===== src/rtl/otp_pad_store_if.sv =====
// ----------------------------------------------------------------------------
// otp_pad_store_if
// Bus bundle for the single-use pad store. It carries the write handshake
// (pad capture from the generator) and the fetch channel (pad lookup by index
// from the decrypt path).
//
//   wr_valid / wr_data   : pad byte offered for storage
//   wr_ready / wr_index  : slot free and store running / slot the pad lands in
//   rd_req / rd_index    : one-cycle fetch request and slot to fetch
//   rd_valid             : one-cycle pulse, fetch result available
//   rd_data / rd_err     : fetched pad (0 on error) / miss or scrub-time fetch
//
// Modports: master = pad producer / consumer side, slave = the store.
// ----------------------------------------------------------------------------
interface otp_pad_store_if #(
    parameter int AW = 4,
    parameter int DW = 8
);
    logic          wr_valid;
    logic [DW-1:0] wr_data;
    logic          wr_ready;
    logic [AW-1:0] wr_index;
    logic          rd_req;
    logic [AW-1:0] rd_index;
    logic          rd_valid;
    logic [DW-1:0] rd_data;
    logic          rd_err;

    modport master (
        output wr_valid, wr_data, rd_req, rd_index,
        input  wr_ready, wr_index, rd_valid, rd_data, rd_err
    );

    modport slave (
        input  wr_valid, wr_data, rd_req, rd_index,
        output wr_ready, wr_index, rd_valid, rd_data, rd_err
    );
endinterface


===== src/rtl/otp_pad_store.sv =====
// ----------------------------------------------------------------------------
// otp_pad_store
// Single-use pad buffer between the LFSR pad generator and the OTP decrypt
// path. Each pad written is stored at the current write pointer, and that slot
// number is returned as the index. A fetch by index returns the pad once and
// then burns the slot (data zeroed, live flag cleared). After reset a scrub
// sequence zeroes every slot, one per cycle, before traffic is accepted.
//
// Ports:
//   clk          rising-edge clock
//   rst_n        synchronous active-low reset
//   bus          otp_pad_store_if.slave (write handshake + fetch channel)
//   o_live_cnt   number of unconsumed pads, 0..2**AW
//   o_busy       high while scrubbing
//   o_err_cnt    saturating fetch-error count
//
// Optional feature: define OTP_STORE_STATS_EN to build the fetch-error
// counter; otherwise o_err_cnt is tied to zero.
// ----------------------------------------------------------------------------
module otp_pad_store #(
    parameter int AW = 4,
    parameter int DW = 8
) (
    input  logic                 clk,
    input  logic                 rst_n,
    otp_pad_store_if.slave       bus,
    output logic [AW:0]          o_live_cnt,
    output logic                 o_busy,
    output logic [7:0]           o_err_cnt
);
    localparam int DEPTH = 1 << AW;
    localparam logic [AW-1:0] IDX_ONE  = AW'(1);
    localparam logic [AW-1:0] IDX_LAST = AW'(DEPTH - 1);
    localparam logic [AW:0]   CNT_ONE  = (AW+1)'(1);

    typedef enum logic {S_SCRUB, S_RUN} state_t;

    state_t          r_state;
    state_t          w_state_next;
    logic [AW-1:0]   r_sp;
    logic [AW-1:0]   r_wp;
    logic [DW-1:0]   r_mem [DEPTH];
    logic [DEPTH-1:0] r_live;
    logic [AW:0]     r_live_cnt;
    logic            r_rd_valid;
    logic [DW-1:0]   r_rd_data;
    logic            r_rd_err;

    logic            w_run;
    logic            w_wr_ready;
    logic            w_wr_fire;
    logic            w_rd_hit;

    assign w_run      = (r_state == S_RUN);
    // The store never overwrites: it stalls on the oldest unburned slot even
    // when other slots are free, so indices stay in issue order.
    assign w_wr_ready = w_run && !r_live[r_wp];
    assign w_wr_fire  = bus.wr_valid && w_wr_ready;
    // A hit and a write can never target the same slot (hit needs live=1,
    // write needs live=0), so a fetch of wp during its write sees a miss.
    assign w_rd_hit   = bus.rd_req && w_run && r_live[bus.rd_index];

    assign bus.wr_ready = w_wr_ready;
    assign bus.wr_index = r_wp;
    assign bus.rd_valid = r_rd_valid;
    assign bus.rd_data  = r_rd_data;
    assign bus.rd_err   = r_rd_err;
    assign o_live_cnt   = r_live_cnt;
    assign o_busy       = !w_run;

    // ------------------------------------------------------------------ FSM
    always_ff @(posedge clk) begin
        if (!rst_n) begin
            r_state <= S_SCRUB;
        end else begin
            r_state <= w_state_next;
        end
    end

    always_comb begin
        // NOTE: default assigned first so no path through the block leaves
        // w_state_next unassigned (that would infer a latch).
        w_state_next = r_state;
        case (r_state)
            S_SCRUB: if (r_sp == IDX_LAST) w_state_next = S_RUN;
            S_RUN:   w_state_next = S_RUN;
            default: w_state_next = S_SCRUB;
        endcase
    end

    // -------------------------------------------------------- control state
    always_ff @(posedge clk) begin
        if (!rst_n) begin
            r_sp       <= '0;
            r_wp       <= '0;
            r_live     <= '0;
            r_live_cnt <= '0;
            r_rd_valid <= 1'b0;
            r_rd_data  <= '0;
            r_rd_err   <= 1'b0;
        end else begin
            if (!w_run) begin
                r_live[r_sp] <= 1'b0;
                r_sp         <= r_sp + IDX_ONE;
            end
            if (w_wr_fire) begin
                r_live[r_wp] <= 1'b1;
                r_wp         <= r_wp + IDX_ONE;
            end
            if (w_rd_hit) begin
                r_live[bus.rd_index] <= 1'b0;
            end

            case ({w_wr_fire, w_rd_hit})
                2'b10:   r_live_cnt <= r_live_cnt + CNT_ONE;
                2'b01:   r_live_cnt <= r_live_cnt - CNT_ONE;
                default: r_live_cnt <= r_live_cnt;
            endcase

            // Result registers hold between fetches; only rd_valid pulses.
            r_rd_valid <= bus.rd_req;
            if (bus.rd_req) begin
                if (w_rd_hit) begin
                    r_rd_data <= r_mem[bus.rd_index];
                    r_rd_err  <= 1'b0;
                end else begin
                    r_rd_data <= '0;
                    r_rd_err  <= 1'b1;
                end
            end
        end
    end

    // ------------------------------------------------------------- storage
    // NOTE: the pad array has no reset branch; the scrub sequence zeroes it
    // after every reset, and live flags gate every read in the meantime.
    always_ff @(posedge clk) begin
        if (!w_run) begin
            r_mem[r_sp] <= '0;
        end
        if (w_wr_fire) begin
            r_mem[r_wp] <= bus.wr_data;
        end
        if (w_rd_hit) begin
            r_mem[bus.rd_index] <= '0;
        end
    end

    // ----------------------------------------------------- error statistics
`ifdef OTP_STORE_STATS_EN
    logic [7:0] r_err_cnt;

    // Counts in the same edge that raises rd_valid with rd_err set.
    always_ff @(posedge clk) begin
        if (!rst_n) begin
            r_err_cnt <= 8'h00;
        end else if (bus.rd_req && !w_rd_hit && (r_err_cnt != 8'hFF)) begin
            r_err_cnt <= r_err_cnt + 8'd1;
        end
    end

    assign o_err_cnt = r_err_cnt;
`else
    assign o_err_cnt = 8'h00;
`endif

endmodule


===== src/flat_wrapper.sv =====
// flat-port wrapper written by rule: the top's interface ports become plain ports
module otp_pad_store_flat 
#(
    parameter int AW = 4,
    parameter int DW = 8
)
  (clk, rst_n, o_live_cnt, o_busy, o_err_cnt, bus_wr_valid, bus_wr_data, bus_rd_req, bus_rd_index, bus_wr_ready, bus_wr_index, bus_rd_valid, bus_rd_data, bus_rd_err);
  otp_pad_store_if #(.AW(AW), .DW(DW)) bus_i ();
  input  logic clk;
  input  logic rst_n;
  output logic [AW:0] o_live_cnt;
  output logic o_busy;
  output logic [7:0] o_err_cnt;
  input wire logic [$bits(bus_i.wr_valid)-1:0] bus_wr_valid;
  input wire logic [$bits(bus_i.wr_data)-1:0] bus_wr_data;
  input wire logic [$bits(bus_i.rd_req)-1:0] bus_rd_req;
  input wire logic [$bits(bus_i.rd_index)-1:0] bus_rd_index;
  output wire logic [$bits(bus_i.wr_ready)-1:0] bus_wr_ready;
  output wire logic [$bits(bus_i.wr_index)-1:0] bus_wr_index;
  output wire logic [$bits(bus_i.rd_valid)-1:0] bus_rd_valid;
  output wire logic [$bits(bus_i.rd_data)-1:0] bus_rd_data;
  output wire logic [$bits(bus_i.rd_err)-1:0] bus_rd_err;
  assign bus_i.wr_valid = bus_wr_valid;
  assign bus_i.wr_data = bus_wr_data;
  assign bus_i.rd_req = bus_rd_req;
  assign bus_i.rd_index = bus_rd_index;
  assign bus_wr_ready = bus_i.wr_ready;
  assign bus_wr_index = bus_i.wr_index;
  assign bus_rd_valid = bus_i.rd_valid;
  assign bus_rd_data = bus_i.rd_data;
  assign bus_rd_err = bus_i.rd_err;
  otp_pad_store #(.AW(AW), .DW(DW)) u_core (.clk(clk), .rst_n(rst_n), .bus(bus_i), .o_live_cnt(o_live_cnt), .o_busy(o_busy), .o_err_cnt(o_err_cnt));
endmodule

===== config.mk =====
export PLATFORM = sky130hd
export DESIGN_NAME = otp_pad_store_flat
export DESIGN_NICKNAME = d
export VERILOG_FILES = /design/src/rtl/otp_pad_store_if.sv /design/src/rtl/otp_pad_store.sv /design/src/flat_wrapper.sv
export SDC_FILE = /design/constraint.sdc
export NUM_CORES = 1
export LEC_CHECK = 0
export CORE_MARGIN = 2
export CORE_UTILIZATION = 40
export CTS_CLUSTER_SIZE = 8
export DETAILED_ROUTE_END_ITERATION = 7
export PLACE_DENSITY = 0.6
export REMOVE_ABC_BUFFERS = 1
export SLEW_MARGIN = 40
export SYNTH_ARGS = -nofsm -noshare
export SYNTH_HDL_FRONTEND = slang
export SYNTH_SLANG_ARGS = --single-unit

===== constraint.sdc =====
create_clock -name clk -period 4.1 [get_ports clk]
set_input_delay 0.41 -clock clk [delete_from_list [all_inputs] [get_ports clk]]
set_output_delay 0.41 -clock clk [all_outputs]
set_load 0.005 [all_outputs]

==> metrics <==
CTS Buf Count 17; time the worst path needs with I/O delays and setup 3600 ps; initial antenna violation count 2; maximum capacitance violations 0; # port buffers 36; clock-pin slew reported for the worst setup and hold paths after clock tree synthesis 70 ps; most common cell in the netlist sky130_fd_sc_hd__dfxtp_1; Seq cells post-synth 168; highest attainable clock frequency 278 MHz; total wirelength of the detailed-routed design 22900 um; count of different cell masters after synthesis 50; startpoint class of the critical path register; Cell Area, Placed 0.00845 mm^2; number of top-level design ports 45; die area 0.0210 mm^2; Leak Pwr 3.29 nW; Tightest Pin Transition 819 ps; Synthesis Warnings 0; buffer cell driving the clock tree root sky130_fd_sc_hd__clkbuf_16; kind of end point of the critical path register; worst setup path startpoint u_core.bus.wr_index[1]; start of the worst register-to-register path u_core.bus.wr_index[1]; Min Hold Slack 458 ps; wire length of the first global-routing pass 36000 um; most instantiated flip-flop cell in the synthesis netlist sky130_fd_sc_hd__dfxtp_1; CTS resizes 0; Initial Util 40.8%; pin count of the biggest net entering global routing 42; R2R setup slack 500 ps; Final setup viols 0; post-detailed-route DRC marker count 0; path category of the worst min-delay check register to register; total number of vias 6061; Post-Synthesis Mean Instance Area 11.0 um^2; residual overflow from global routing 0; library cell with the largest summed area after synthesis sky130_fd_sc_hd__dfxtp_1; drt via density 6.00; clock skew after layout 11.2 ps; count of hold buffers inserted by post-cts repair 0; power per unit of standard cell area 377 mW/mm^2; wire length per cell 22.7 um; number of DRC violations after detailed-routing iteration 0 564; arrival time of the worst setup path 3920 ps; DR pass1 iterations 6; area of the mapped netlist 0.00794 mm^2; post-layout instance area 0.00903 mm^2; final-report max-slew violation count 0; headroom to the max-slew limit 45.3%; antenna violation net count after detailed routing 0; number of global-route vias before repair 6138; top cells by area in the synthesized netlist sky130_fd_sc_hd__dfxtp_1 42%, sky130_fd_sc_hd__mux4_2 13%, sky130_fd_sc_hd__a22o_1 7.1%; required time of the critical path 4410 ps; floorplan core area 0.0195 mm^2; top post-synthesis cells by count 168 x sky130_fd_sc_hd__dfxtp_1, 109 x sky130_fd_sc_hd__nand2_1, 64 x sky130_fd_sc_hd__a22o_1, 45 x sky130_fd_sc_hd__mux4_2, 41 x sky130_fd_sc_hd__a32o_1; count of nets after finishing 759; clock sinks 168; RR Endpoint u_core.o_live_cnt[4]; critical path peak fanout 21; part of the cycle the worst path needs 87.8%; Post-synth EDFFs 0; Die Y 145 um; site row count 51; TritonCTS clock tree built; length in cells of the worst reg-to-reg path 13; startpoint of the worst hold path u_core.r_mem[6][7]; setup repair after global routing missed its margin no; buffers inserted by post-CTS timing repair 0; buffers from clock root to sink, at most 2; post-synthesis sequential area ratio 42.3%; GRT Util Overall 22.0%; layout-stage area growth over the synthesis result 13.6%; horizontal die dimension 145 um; share of the synthesized area in the top cell type 42.3%; crit path to u_core.o_live_cnt[4]; overall power after layout 0.00341 W; result of the run finished, final reports clean; HPWL reported at the end of detailed placement 16200 um; Synth async-reset ratio 0%; final count of hold timing violations 0; Total Negative Setup Slacks 0 ps; RD Place Congestion 0.905; H-tree depth reported by CTS 4; fraction of layout cells with a size suffix above 1 16.3%; cell count after synthesis 720; Max rail drop VDD 0.276 mV; type of the setup path with the least slack register to register; clock insertion delay at the later pin of the skew report 420 ps
final cells by class:
class / count / area (um^2)
Sequential cell: 168 / 3360
Clock inverter: 13 / 135
Inverter: 11 / 46.3
Clock buffer: 18 / 439
Antenna cell: 1 / 2.50
Multi-Input combinational cell: 485 / 4260
Timing Repair Buffer: 49 / 448
Fill cell: 1776 / 10400
Tap cell: 265 / 332
critical path: stages (launching register included):
cell,delay (ps)
sky130_fd_sc_hd__dfxtp_1,640
sky130_fd_sc_hd__inv_1,180
sky130_fd_sc_hd__o41ai_1,480
sky130_fd_sc_hd__a311oi_2,80
sky130_fd_sc_hd__and3_1,250
sky130_fd_sc_hd__inv_6,80
sky130_fd_sc_hd__buf_4,490
sky130_fd_sc_hd__ha_1,380
sky130_fd_sc_hd__nor3b_1,220
sky130_fd_sc_hd__a31oi_1,60
sky130_fd_sc_hd__o22ai_1,140
sky130_fd_sc_hd__mux2i_1,120
sky130_fd_sc_hd__o21a_1,190
sky130_fd_sc_hd__o21a_1,170
per-layer routing:
layer / track usage (%) / vias to the layer above / part of all wire [%]
li1: - / 2761 / -
met1: 30.7 / 3003 / 45
met2: 33.9 / 255 / 46
met3: 4.18 / 40 / 6.6
met4: 8.56 / 2 / 2.4
met5: 0 / - / 0.057
cells by family (layout without fill, tap and decap cells):
family	after synthesis	count (layout)	share of synthesized area, %
buffers and inverters	74	91	4.52
muxes	71	71	17.6
other	1	9	0.0472
DFF	168	168	42.3
adders and majority gates	11	11	1.73
xor gates and xnor gates	8	8	0.882
AOI/OAI and AO/OA	179	179	19.6
and+or+nand+nor	208	208	13.3
worst min path at each step:
| stage | to | slack, ps | depth (start not counted) |
|---|---|---|---|
| floorplan | u_core.r_mem[6][0] | 430 | 1 |
| global placement | u_core.r_mem[7][7] | 440 | 1 |
| detailed placement | u_core.r_mem[6][7] | 440 | 1 |
| CTS | u_core.r_mem[6][7] | 460 | 1 |
| global route | u_core.r_mem[7][6] | 480 | 1 |
| finish | u_core.r_mem[6][7] | 460 | 1 |
state kept, by name, indices dropped and copies added, names as in the netlist:
name                 flops
u_core.bus.rd_err        1
u_core.r_sp              4
u_core.bus.rd_data       8
u_core.o_live_cnt        5
u_core.r_mem           128
u_core.r_state           1
u_core.bus.wr_index      4
u_core.r_live           16
u_core.bus.rd_valid      1
stage by stage:
stage	setup slack [ps]	instances	util (%)
final	499	1010	46.4
after global placement	599	978	43.3
after floorplan	-156	664	-
after CTS	494	1009	46.3
after global routing	228	1010	46.4
after detailed placement	512	978	43.4
cell usage in the layout (no fill, tap or decap), drive strengths merged, types with 2 or more instances in the layout:
cell type | synthesis | routed
nor3b | 10 | 10
nor2b | 12 | 12
xnor2 | 5 | 5
mux4 | 45 | 45
clkinv | 0 | 5
o211ai | 2 | 2
o2bb2ai | 32 | 32
a22o | 64 | 64
conb | 1 | 8
a21boi | 4 | 4
a32o | 41 | 41
nor3 | 8 | 8
buf | 29 | 15
ha | 11 | 11
mux2 | 4 | 4
nor2 | 18 | 18
clkdlybuf4s50 | 0 | 34
clkbuf | 34 | 18
and2 | 14 | 14
and3 | 7 | 7
xor2 | 3 | 3
nand4 | 3 | 3
a21oi | 7 | 7
nand3 | 22 | 22
inv | 11 | 18
a32oi | 12 | 12
nand2 | 109 | 109
and3b | 2 | 2
o21ai | 7 | 7
o21a | 2 | 2
mux2i | 22 | 22
dfxtp | 168 | 168
power by group:
group	switching [W]	internal [W]
logic	0.000114	0.0000572
clock network	0.000723	0.000871
registers	0.00000631	0.00163
total	0.000843	0.00256
No activity file was read; power rests on OpenSTA's default activity.
